**src/rtl/ps2_autotype.sv**
```systemverilog
// ps2_autotype: replays queued characters as timed PS/2 press/release events merged with the live keyboard stream
// Ports: clk, reset_n (async, active-low); wr/wr_data {shift,ext,code} push a FIFO entry;
// abort flushes the FIFO and releases held injected keys; ps2_key_in/key_extended_in carry live
// toggle-flag events; ps2_key_out/key_extended_out carry the merged stream; full, busy report status.
// Optional: define AUTOTYPE_ABORT_ON_KEY_EN to make any forwarded live press abort the injection.
module ps2_autotype #(
  parameter int DEPTH    = 16,
  parameter int HOLD_CYC = 2500000,
  parameter int GAP_CYC  = 2500000,
  parameter int CNT_W    = 24
) (
  input  logic        clk,
  input  logic        reset_n,
  input  logic        wr,
  input  logic [9:0]  wr_data,
  input  logic        abort,
  input  logic [10:0] ps2_key_in,
  input  logic        key_extended_in,
  output logic [10:0] ps2_key_out,
  output logic        key_extended_out,
  output logic        full,
  output logic        busy
);
  localparam int AW = $clog2(DEPTH);
  localparam logic [CNT_W-1:0] HOLD_L = CNT_W'(HOLD_CYC - 1);
  localparam logic [CNT_W-1:0] GAP_L  = CNT_W'(GAP_CYC - 1);
  typedef enum logic [2:0] {IDLE, S_DN, K_DN, K_UP, S_UP} st_t;
  st_t state, w_st, nxt;
  logic [9:0] mem [DEPTH];
  logic [AW-1:0] wp, rp;
  logic [AW:0] cnt;
  logic [9:0] cur, head, ev;
  logic [8:0] src;
  logic [CNT_W-1:0] tmr, ld;
  logic pend, abt, kd, sd, prev_tog, live_edge, abort_eff, ab_mode, empty, push, pop, want, go;
`ifdef AUTOTYPE_ABORT_ON_KEY_EN
  logic abk_q;
  always_ff @(posedge clk or negedge reset_n)
    if (!reset_n) abk_q <= 1'b0;
    else abk_q <= live_edge & ps2_key_in[9];
  assign abort_eff = abort | abk_q;
`else
  assign abort_eff = abort;
`endif
  // w_st is the state whose event wants out this cycle; during abort only releases of keys
  // actually pressed (kd/sd) are generated, back to back with no gap.
  always_comb begin
    head = mem[rp];
    empty = cnt == '0;
    full = cnt == (AW+1)'(DEPTH);
    busy = !empty || state != IDLE;
    live_edge = ps2_key_in[10] ^ prev_tog;
    ab_mode = abort_eff | abt;
    nxt = state == S_DN ? K_DN : state == K_DN ? K_UP : (state == K_UP && cur[9]) ? S_UP : IDLE;
    w_st = ab_mode ? (kd ? K_UP : S_UP) : pend ? state : state == IDLE ? (head[9] ? S_DN : K_DN) : nxt;
    want = ab_mode ? (kd | sd) : pend | (state == IDLE ? !empty : (tmr == '0 && nxt != IDLE));
    go = want & !live_edge;
    pop = !ab_mode & !pend & state == IDLE & !empty;
    push = wr & !full & !abort_eff;
    src = pop ? head[8:0] : cur[8:0];
    ev = {w_st == S_DN || w_st == K_DN, (w_st == K_DN || w_st == K_UP) & src[8],
          (w_st == S_DN || w_st == S_UP) ? 8'h12 : src[7:0]};
    ld = (w_st == S_DN || w_st == K_DN) ? HOLD_L : GAP_L;
  end
  always_ff @(posedge clk)
    if (push) mem[wp] <= wr_data;
  always_ff @(posedge clk or negedge reset_n) begin
    if (!reset_n) begin
      state <= IDLE;
      cur <= '0;
      tmr <= '0;
      pend <= 1'b0;
      abt <= 1'b0;
      kd <= 1'b0;
      sd <= 1'b0;
      prev_tog <= 1'b0;
      wp <= '0;
      rp <= '0;
      cnt <= '0;
      ps2_key_out <= '0;
      key_extended_out <= 1'b0;
    end else begin
      prev_tog <= ps2_key_in[10];
      if (live_edge) begin
        ps2_key_out <= {~ps2_key_out[10], ps2_key_in[9:0]};
        key_extended_out <= key_extended_in;
      end else if (go) begin
        ps2_key_out <= {~ps2_key_out[10], ev};
        key_extended_out <= ev[8];
      end
      if (abort_eff) begin
        rp <= wp;
        cnt <= '0;
      end else begin
        if (push) wp <= wp + 1'b1;
        if (pop) rp <= rp + 1'b1;
        cnt <= cnt + (AW+1)'(push) - (AW+1)'(pop);
      end
      if (go) begin
        if (w_st == S_DN) sd <= 1'b1;
        if (w_st == S_UP) sd <= 1'b0;
        if (w_st == K_DN) kd <= 1'b1;
        if (w_st == K_UP) kd <= 1'b0;
      end
      if (pop) cur <= head;
      abt <= ab_mode & want;
      pend <= !ab_mode & want & !go;
      // the timer is loaded only when the event really leaves, so a live collision delays it
      if (ab_mode) begin
        tmr <= '0;
        state <= want ? (go ? w_st : state) : IDLE;
      end else if (want) begin
        state <= w_st;
        if (go) tmr <= ld;
      end else if (tmr != '0) tmr <= tmr - 1'b1;
      else state <= IDLE;
    end
  end
endmodule
```
**config.mk**
```make
export PLATFORM = sky130hd
export DESIGN_NAME = ps2_autotype
export DESIGN_NICKNAME = d
export VERILOG_FILES = /design/src/rtl/ps2_autotype.sv
export SDC_FILE = /design/constraint.sdc
export NUM_CORES = 1
export LEC_CHECK = 0
export CAP_MARGIN = 25
export CORE_UTILIZATION = 65
export DETAILED_ROUTE_END_ITERATION = 8
export PLACE_DENSITY_LB_ADDON = 0.12
export SLEW_MARGIN = 20
export SYNTH_ARGS = -nofsm -noshare
export SYNTH_HDL_FRONTEND = slang
export SYNTH_SLANG_ARGS = --single-unit
```
**constraint.sdc**
```tcl
create_clock -name clk -period 8.3 [get_ports clk]
set_input_delay 1.66 -clock clk [delete_from_list [all_inputs] [get_ports clk]]
set_output_delay 1.66 -clock clk [all_outputs]
set_load 0.1 [all_outputs]
```
==> results of run 1 <==
-- cells in the final DEF (no fill, tap or decap), types with 8 or more instances in the layout --
cell | synthesis | routed
clkbuf_16 | 0 | 23
inv_1 | 18 | 18
o221ai_1 | 9 | 9
nor2_1 | 45 | 45
a21oi_1 | 25 | 25
nor3_1 | 17 | 17
edfxtp_1 | 160 | 160
nand2_1 | 41 | 41
ha_1 | 13 | 13
nor4_1 | 8 | 8
xnor2_1 | 13 | 13
mux4_2 | 41 | 41
dfrtp_1 | 67 | 65
a211o_1 | 8 | 8
mux2i_1 | 19 | 19
clkinv_1 | 0 | 8
clkdlybuf4s50_1 | 0 | 38
buf_4 | 1 | 17
o21ai_0 | 14 | 14
-- state kept, by name, indices dropped and copies added (netlist names) --
| name | cells |
|---|---|
| key_extended_out | 1 |
| mem | 160 |
| abt | 1 |
| cur | 10 |
| prev_tog | 1 |
| cnt | 5 |
| rp | 4 |
| state | 3 |
| pend | 1 |
| kd | 1 |
| wp | 4 |
| sd | 1 |
| ps2_key_out | 11 |
| tmr | 24 |
-- cell usage after synthesis (9+ instances only) --
cell type,instances
ha_1,13
edfxtp_1,160
nand2_1,41
mux2i_1,19
mux4_2,41
nor3_1,17
clkbuf_1,17
dfrtp_1,67
nor2_1,45
o221ai_1,9
inv_1,18
o21ai_0,14
a21oi_1,25
xnor2_1,13
-- per-layer routing --
| layer | up-vias | global-route usage [%] |
|---|---|---|
| li1 | 2555 | - |
| met1 | 2870 | 35.4 |
| met2 | 204 | 45.9 |
| met3 | 31 | 4.38 |
| met4 | 0 | 6.17 |
| met5 | - | 0 |
-- per-stage QoR --
stage	instances	instance area (um2)	setup WS (ns)	hold WS [ns]	utilization, %
3_3_place_gp	834	10300	3.08	0.460	70.4
2_1_floorplan	633	9760	3.61	0.452	-
3_5_place_dp	834	10300	2.97	0.465	70.4
4_1_cts	876	11000	3.50	0.474	75.2
6_report	882	11000	3.49	0.467	75.5
5_1_grt	882	11000	3.23	0.501	75.5
-- layout make-up --
class	instances	area share, %
multi-input combinational	354	27.5
sequential	227	58.8
clock buffer	29	5.43
inverter	19	0.647
timing repair buffer	56	4.65
clock inverter	13	0.885
tap	184	2.09
-- critical path, stage by stage --
cell             delay, ns
clkdlybuf4s50_1       0.68
or2_2                 0.61
or4_1                 0.69
inv_2                 0.21
ha_1                  0.25
inv_1                 0.05
ha_1                  0.15
inv_1                 0.05
fa_1                  0.40
inv_1                 0.07
a21oi_1               0.05
nor2_1                0.11
or3_1                 0.12
a21oi_1               0.06
-- path summary, 6_finish.rpt --
kind / endpoint / slack, ns / cells past startpoint
max: cnt[4] / 3.49 / 14
min: ps2_key_out[10] / 0.47 / 1
max reg2reg: cnt[4] / 4.88 / 15
min reg2reg: ps2_key_out[10] / 0.47 / 1
max in group asynchronous: rp[0] / 6.40 / 2
min in group asynchronous: wp[1] / 1.32 / 2
-- kinds of logic (layout without fill, tap and decap cells) --
kind of cell,count (synthesis),in the layout
flops,227,227
simple gates,156,156
compound gates,101,101
mux,63,63
buf+inv,52,117
xor+xnor,20,20
fa+ha+maj,14,14
-- power by group --
part           internal (uW)  leakage, uW  switching, uW
clock network            544     0.000335            416
logic                    616      0.00138           1010
registers               1390      0.00230            136
==> results.py, run 1 <==
metrics = {
    "pwr": {
        "peakVddDrop_uv": 213,
        "total_power_uw": 4110,
        "p_leak_uw": 0.00401,
        "powerDensity_mw_per_mm2": 373,
    },
    "sta": {
        "slew_violations": 0,
        "finalHoldViolCount": 0,
        "max_freq_mhz": 208,
        "min_period_ns": 4.81,
        "fin_setup_tns_ns": 0,
        "fin_crit_sh_pct": 58.0,
        "worst_slew_pin_slew_ns": 1.07,
        "slew_headroom_pct": 28.3,
        "setup_viol": 0,
        "rsz0062_at_grt": "false",
        "fin_skew_ns": 0.0148,
    },
    "yosys": {
        "synthTopCellsByArea": "edfxtp_1, dfrtp_1, mux4_2",
        "syn_area_per_cell_um2": 15.4,
        "yosys.area_share.simple_pct": 8.10,
        "yosysSeqAreaShare_pct": 66.4,
        "syn_nets": 673,
        "yosys.area_share.xor_xnor_pct": 1.79,
        "netlist_area_mm2": 0.00976,
        "synth_top_family_by_area": "multiplexers",
        "synth_flop_cell": "edfxtp_1",
        "synth_mux_area_share_pct": 11.8,
        "synthCells": 633,
        "synth_cell_types": 67,
        "synth_top_area_share_pct": 49.2,
        "ys_ff_latch": 227,
        "synth-async-reset-ratio_pct": 29.5,
        "synth_compound_area_share_pct": 7.45,
        "synth_fa_ha_area_share_pct": 1.87,
        "synth_edf_count": 160,
        "synth_warnings": 0,
        "yosys.area.top_type": "edfxtp_1",
    },
    "setup_path": {
        "r2r_start": "cnt[3]",
        "startpoint": "abort",
        "end_kind": "flip-flop",
        "crit_type": "input pin to flip-flop",
        "path_max_fanout": 24,
        "worst_setup_path_start_kind": "input pin",
        "worstPathRequired_ns": 8.67,
        "worst_ep_arrival_time_ns": 5.19,
    },
    "die": {
        "die_w_um": 125,
        "row_count": 44,
        "start_util_pct": 66.9,
        "core_mm2": 0.0146,
        "top_level_ports": 40,
        "fp.dieArea_mm2": 0.0155,
        "fp.dieH_um": 125,
    },
    "routing": {
        "drtIter0Drc": 619,
        "dr_wl_met3_mm": 1.12,
        "first_pass_iters": 5,
        "wirelength_met1_mm": 7.96,
        "drc_errors": 0,
        "totalWireLength_mm": 19.9,
        "vias_per_cell": 6.42,
        "ant_nets": 0,
        "wl_per_cell_um": 22.6,
        "top_layer": "met4",
        "vias": 5660,
        "met2_length_mm": 10.5,
    },
    "clock_network": {
        "cts-htree-levels": 1,
        "cts_tree": "done",
        "numCtsBuffers": 23,
        "cts_max_path_buffers": 3,
        "postCtsSetupBuffers": 0,
        "cts.sinks": 227,
        "clock_latency_ns": 0.52,
        "post_cts_resized": 0,
        "clk_pin_slew_worst_paths_ns": 0.06,
        "ctsHoldBuffers": 0,
        "root_buffer": "clkbuf_16",
    },
    "grt": {
        "grt_max_degree": 68,
        "grt_antenna_before_repair": 0,
        "grt.total_usage_pct": 26.5,
        "grt_first_pass_wirelength_mm": 31.7,
        "overflow": 0,
        "grt_pass1_vias": 5777,
    },
    "layout": {
        "layout-drive-gt1-share_pct": 16.0,
        "fin_nets": 721,
        "antenna-diode-count": 0,
        "seqCellArea_mm2": 0.00648,
        "area_growth_pct": 12.9,
        "multi_input_area_mm2": 0.00303,
        "n_fill_cell": 833,
    },
    "placed_design": {
        "place_congestion": 0.844,
        "port_buffers": 39,
        "place_hpwl_mm": 12.3,
    },
    "flow_run": {
        "maxCapViolCount": 0,
    },
    "worst_hold_path": {
        "min_from": "ps2_key_out[10]",
        "hp-class": "flip-flop to flip-flop",
    },
    "status": {
        "status": "completed",
    },
}
No activity file was read; power rests on OpenSTA's default activity.
==> inputs of run 2 (changes only) <==
- CORE_UTILIZATION: 65 -> 60
- clock period: 8.3 -> 5 ns (I/O delays scaled with it)
==> run 2 against run 1 <==
Compared with the run above:
- final cell count grew 4.5%
- non-clock buffer count increased by 8
- final area grew 1.6%
- critical endpoint is now busy
- largest power group is now sequential cells
==> results.py, run 2 (synthesis results as in run 1) <==
metrics = {
    "status": {
        "status": "completed",
    },
    "setup_path": {
        "cp-endpoint": "busy",
        "r2r-end": "cnt[4]",
        "critPathMaxStageDelay_ns": 1.00,
        "worstPathRequired_ns": 4.00,
        "cp.depth": 5,
        "r2r_slack_ns": 1.60,
        "startpoint": "cnt[2]",
        "worst-r2r-cell-count": 15,
        "crit_type": "flip-flop to primary output",
        "worst_setup_path_start_kind": "flip-flop",
        "cp_slowest_cell": "clkdlybuf4s50_1",
        "end_kind": "primary output",
        "path_delay_family": "buffers and inverters",
        "worst_ep_arrival_time_ns": 2.75,
        "path_cells": "inv_1 > ha_1 > nor4b_1 > nand2_1 > clkdlybuf4s50_1",
        "crit_buf_inv": 2,
        "path_max_fanout": 3,
        "r2r_start": "cnt[2]",
    },
    "routing": {
        "wl_per_cell_um": 21.1,
        "ant_nets": 0,
        "first_pass_iters": 5,
        "vias_per_cell": 6.17,
        "drc_errors": 0,
        "totalWireLength_mm": 19.5,
        "drtIter0Drc": 418,
        "vias": 5691,
    },
    "sta": {
        "slew_headroom_pct": 32.2,
        "slew_violations": 0,
        "rsz0062_at_grt": "false",
        "worst_slew_pin_slew_ns": 1.01,
        "fin_skew_ns": 0.0205,
        "min_period_ns": 3.75,
        "max_freq_mhz": 267,
        "setup_viol": 0,
        "whs_ns": 0.478,
        "fin_setup_tns_ns": 0,
        "finalHoldViolCount": 0,
        "fin_crit_sh_pct": 75.0,
    },
    "clock_network": {
        "postCtsSetupBuffers": 0,
        "cts.sinks": 227,
        "cts-htree-levels": 1,
        "post_cts_resized": 0,
        "cts_tree": "done",
        "clk_pin_slew_worst_paths_ns": 0.06,
        "numCtsBuffers": 24,
        "clock_latency_ns": 0.53,
        "cts_max_path_buffers": 3,
        "root_buffer": "clkbuf_16",
        "ctsHoldBuffers": 0,
    },
    "placed_design": {
        "port_buffers": 39,
        "place_hpwl_mm": 12.7,
        "place_congestion": 0.858,
        "dp_cells": 875,
    },
    "grt": {
        "grt_pass1_vias": 5511,
        "grt.total_usage_pct": 24.5,
        "grt_max_degree": 68,
        "grt_first_pass_wirelength_mm": 30.3,
        "grt_antenna_before_repair": 0,
        "overflow": 0,
    },
    "layout": {
        "final_cell_mix": "edfxtp_1, dfrtp_1, nor2_1, nand2_1, mux4_2",
        "n_fill_cell": 1054,
        "reg_top3": "mem (160), tmr (24), ps2_key_out (11)",
        "fin_nets": 730,
        "mostFrequentLayoutCell": "edfxtp_1",
        "area_growth_pct": 14.7,
        "fin_cells": 922,
        "antenna-diode-count": 0,
        "largest_reg_flops": 160,
        "layout-drive-gt1-share_pct": 18.1,
        "top_register": "mem",
    },
    "pwr": {
        "powerDensity_mw_per_mm2": 620,
        "total_power_uw": 6940,
        "peakVddDrop_uv": 413,
        "p_leak_uw": 0.00410,
    },
    "die": {
        "fp.dieH_um": 130,
        "start_util_pct": 61.5,
        "top_level_ports": 40,
        "core_mm2": 0.0159,
        "die_w_um": 130,
        "row_count": 46,
        "fp.dieArea_mm2": 0.0168,
    },
    "flow_run": {
        "maxCapViolCount": 0,
    },
    "worst_hold_path": {
        "hp-class": "flip-flop to flip-flop",
    },
}
-- run 2: changes by cell type in the layout (fill, tap and decap cells not counted), sizes merged --
cell	delta
clkbuf	-1
clkinv	+2
inv	-1
bufinv	+1
clkinvlp	-1
buf	+8
-- run 2: cell type report --
cell class | count | area, um2 | area share, %
sequential | 227 | 6480 | 57.9
multi-input combinational | 354 | 3030 | 27.0
clock buffer | 28 | 636 | 5.67
timing repair buffer | 64 | 571 | 5.09
tap | 216 | 270 | 2.41
clock inverter | 14 | 144 | 1.28
inverter | 19 | 71.3 | 0.637
-- run 2: worst min path at each step --
stage / from / end / cells after the start
after CTS: ps2_key_out[10] / ps2_key_out[10] / 1
after global routing: ps2_key_out[10] / ps2_key_out[10] / 1
final: ps2_key_out[10] / ps2_key_out[10] / 1
after floorplan: cur[8] / cur[8] / 2
after global placement: ps2_key_out[10] / ps2_key_out[10] / 1
after detailed placement: ps2_key_out[10] / ps2_key_out[10] / 1
-- run 2: metrics by stage --
step	setup slack, ns	util, %	instance area, um2
detailed placement	0.765	65.4	10400
CTS	1.23	70.3	11200
global route	1.09	70.5	11200
finish	1.25	70.5	11200
global placement	0.866	65.1	10300
floorplan	0.306	-	9760
-- run 2: report_power, final --
part	internal (uW)	leakage [uW]	total (uW)	switching, uW
clock	1020	0.000386	1730	711
sequential	2300	0.00230	2610	308
combinational	1030	0.00141	2610	1580
-- run 2: metal layers --
metal	up-vias	global-route usage (%)	share of wire, %
li1	2572	-	-
met1	2861	33.9	42
met2	208	41.1	50
met3	50	3.51	5.5
met4	0	6.63	2.6
met5	-	0	0
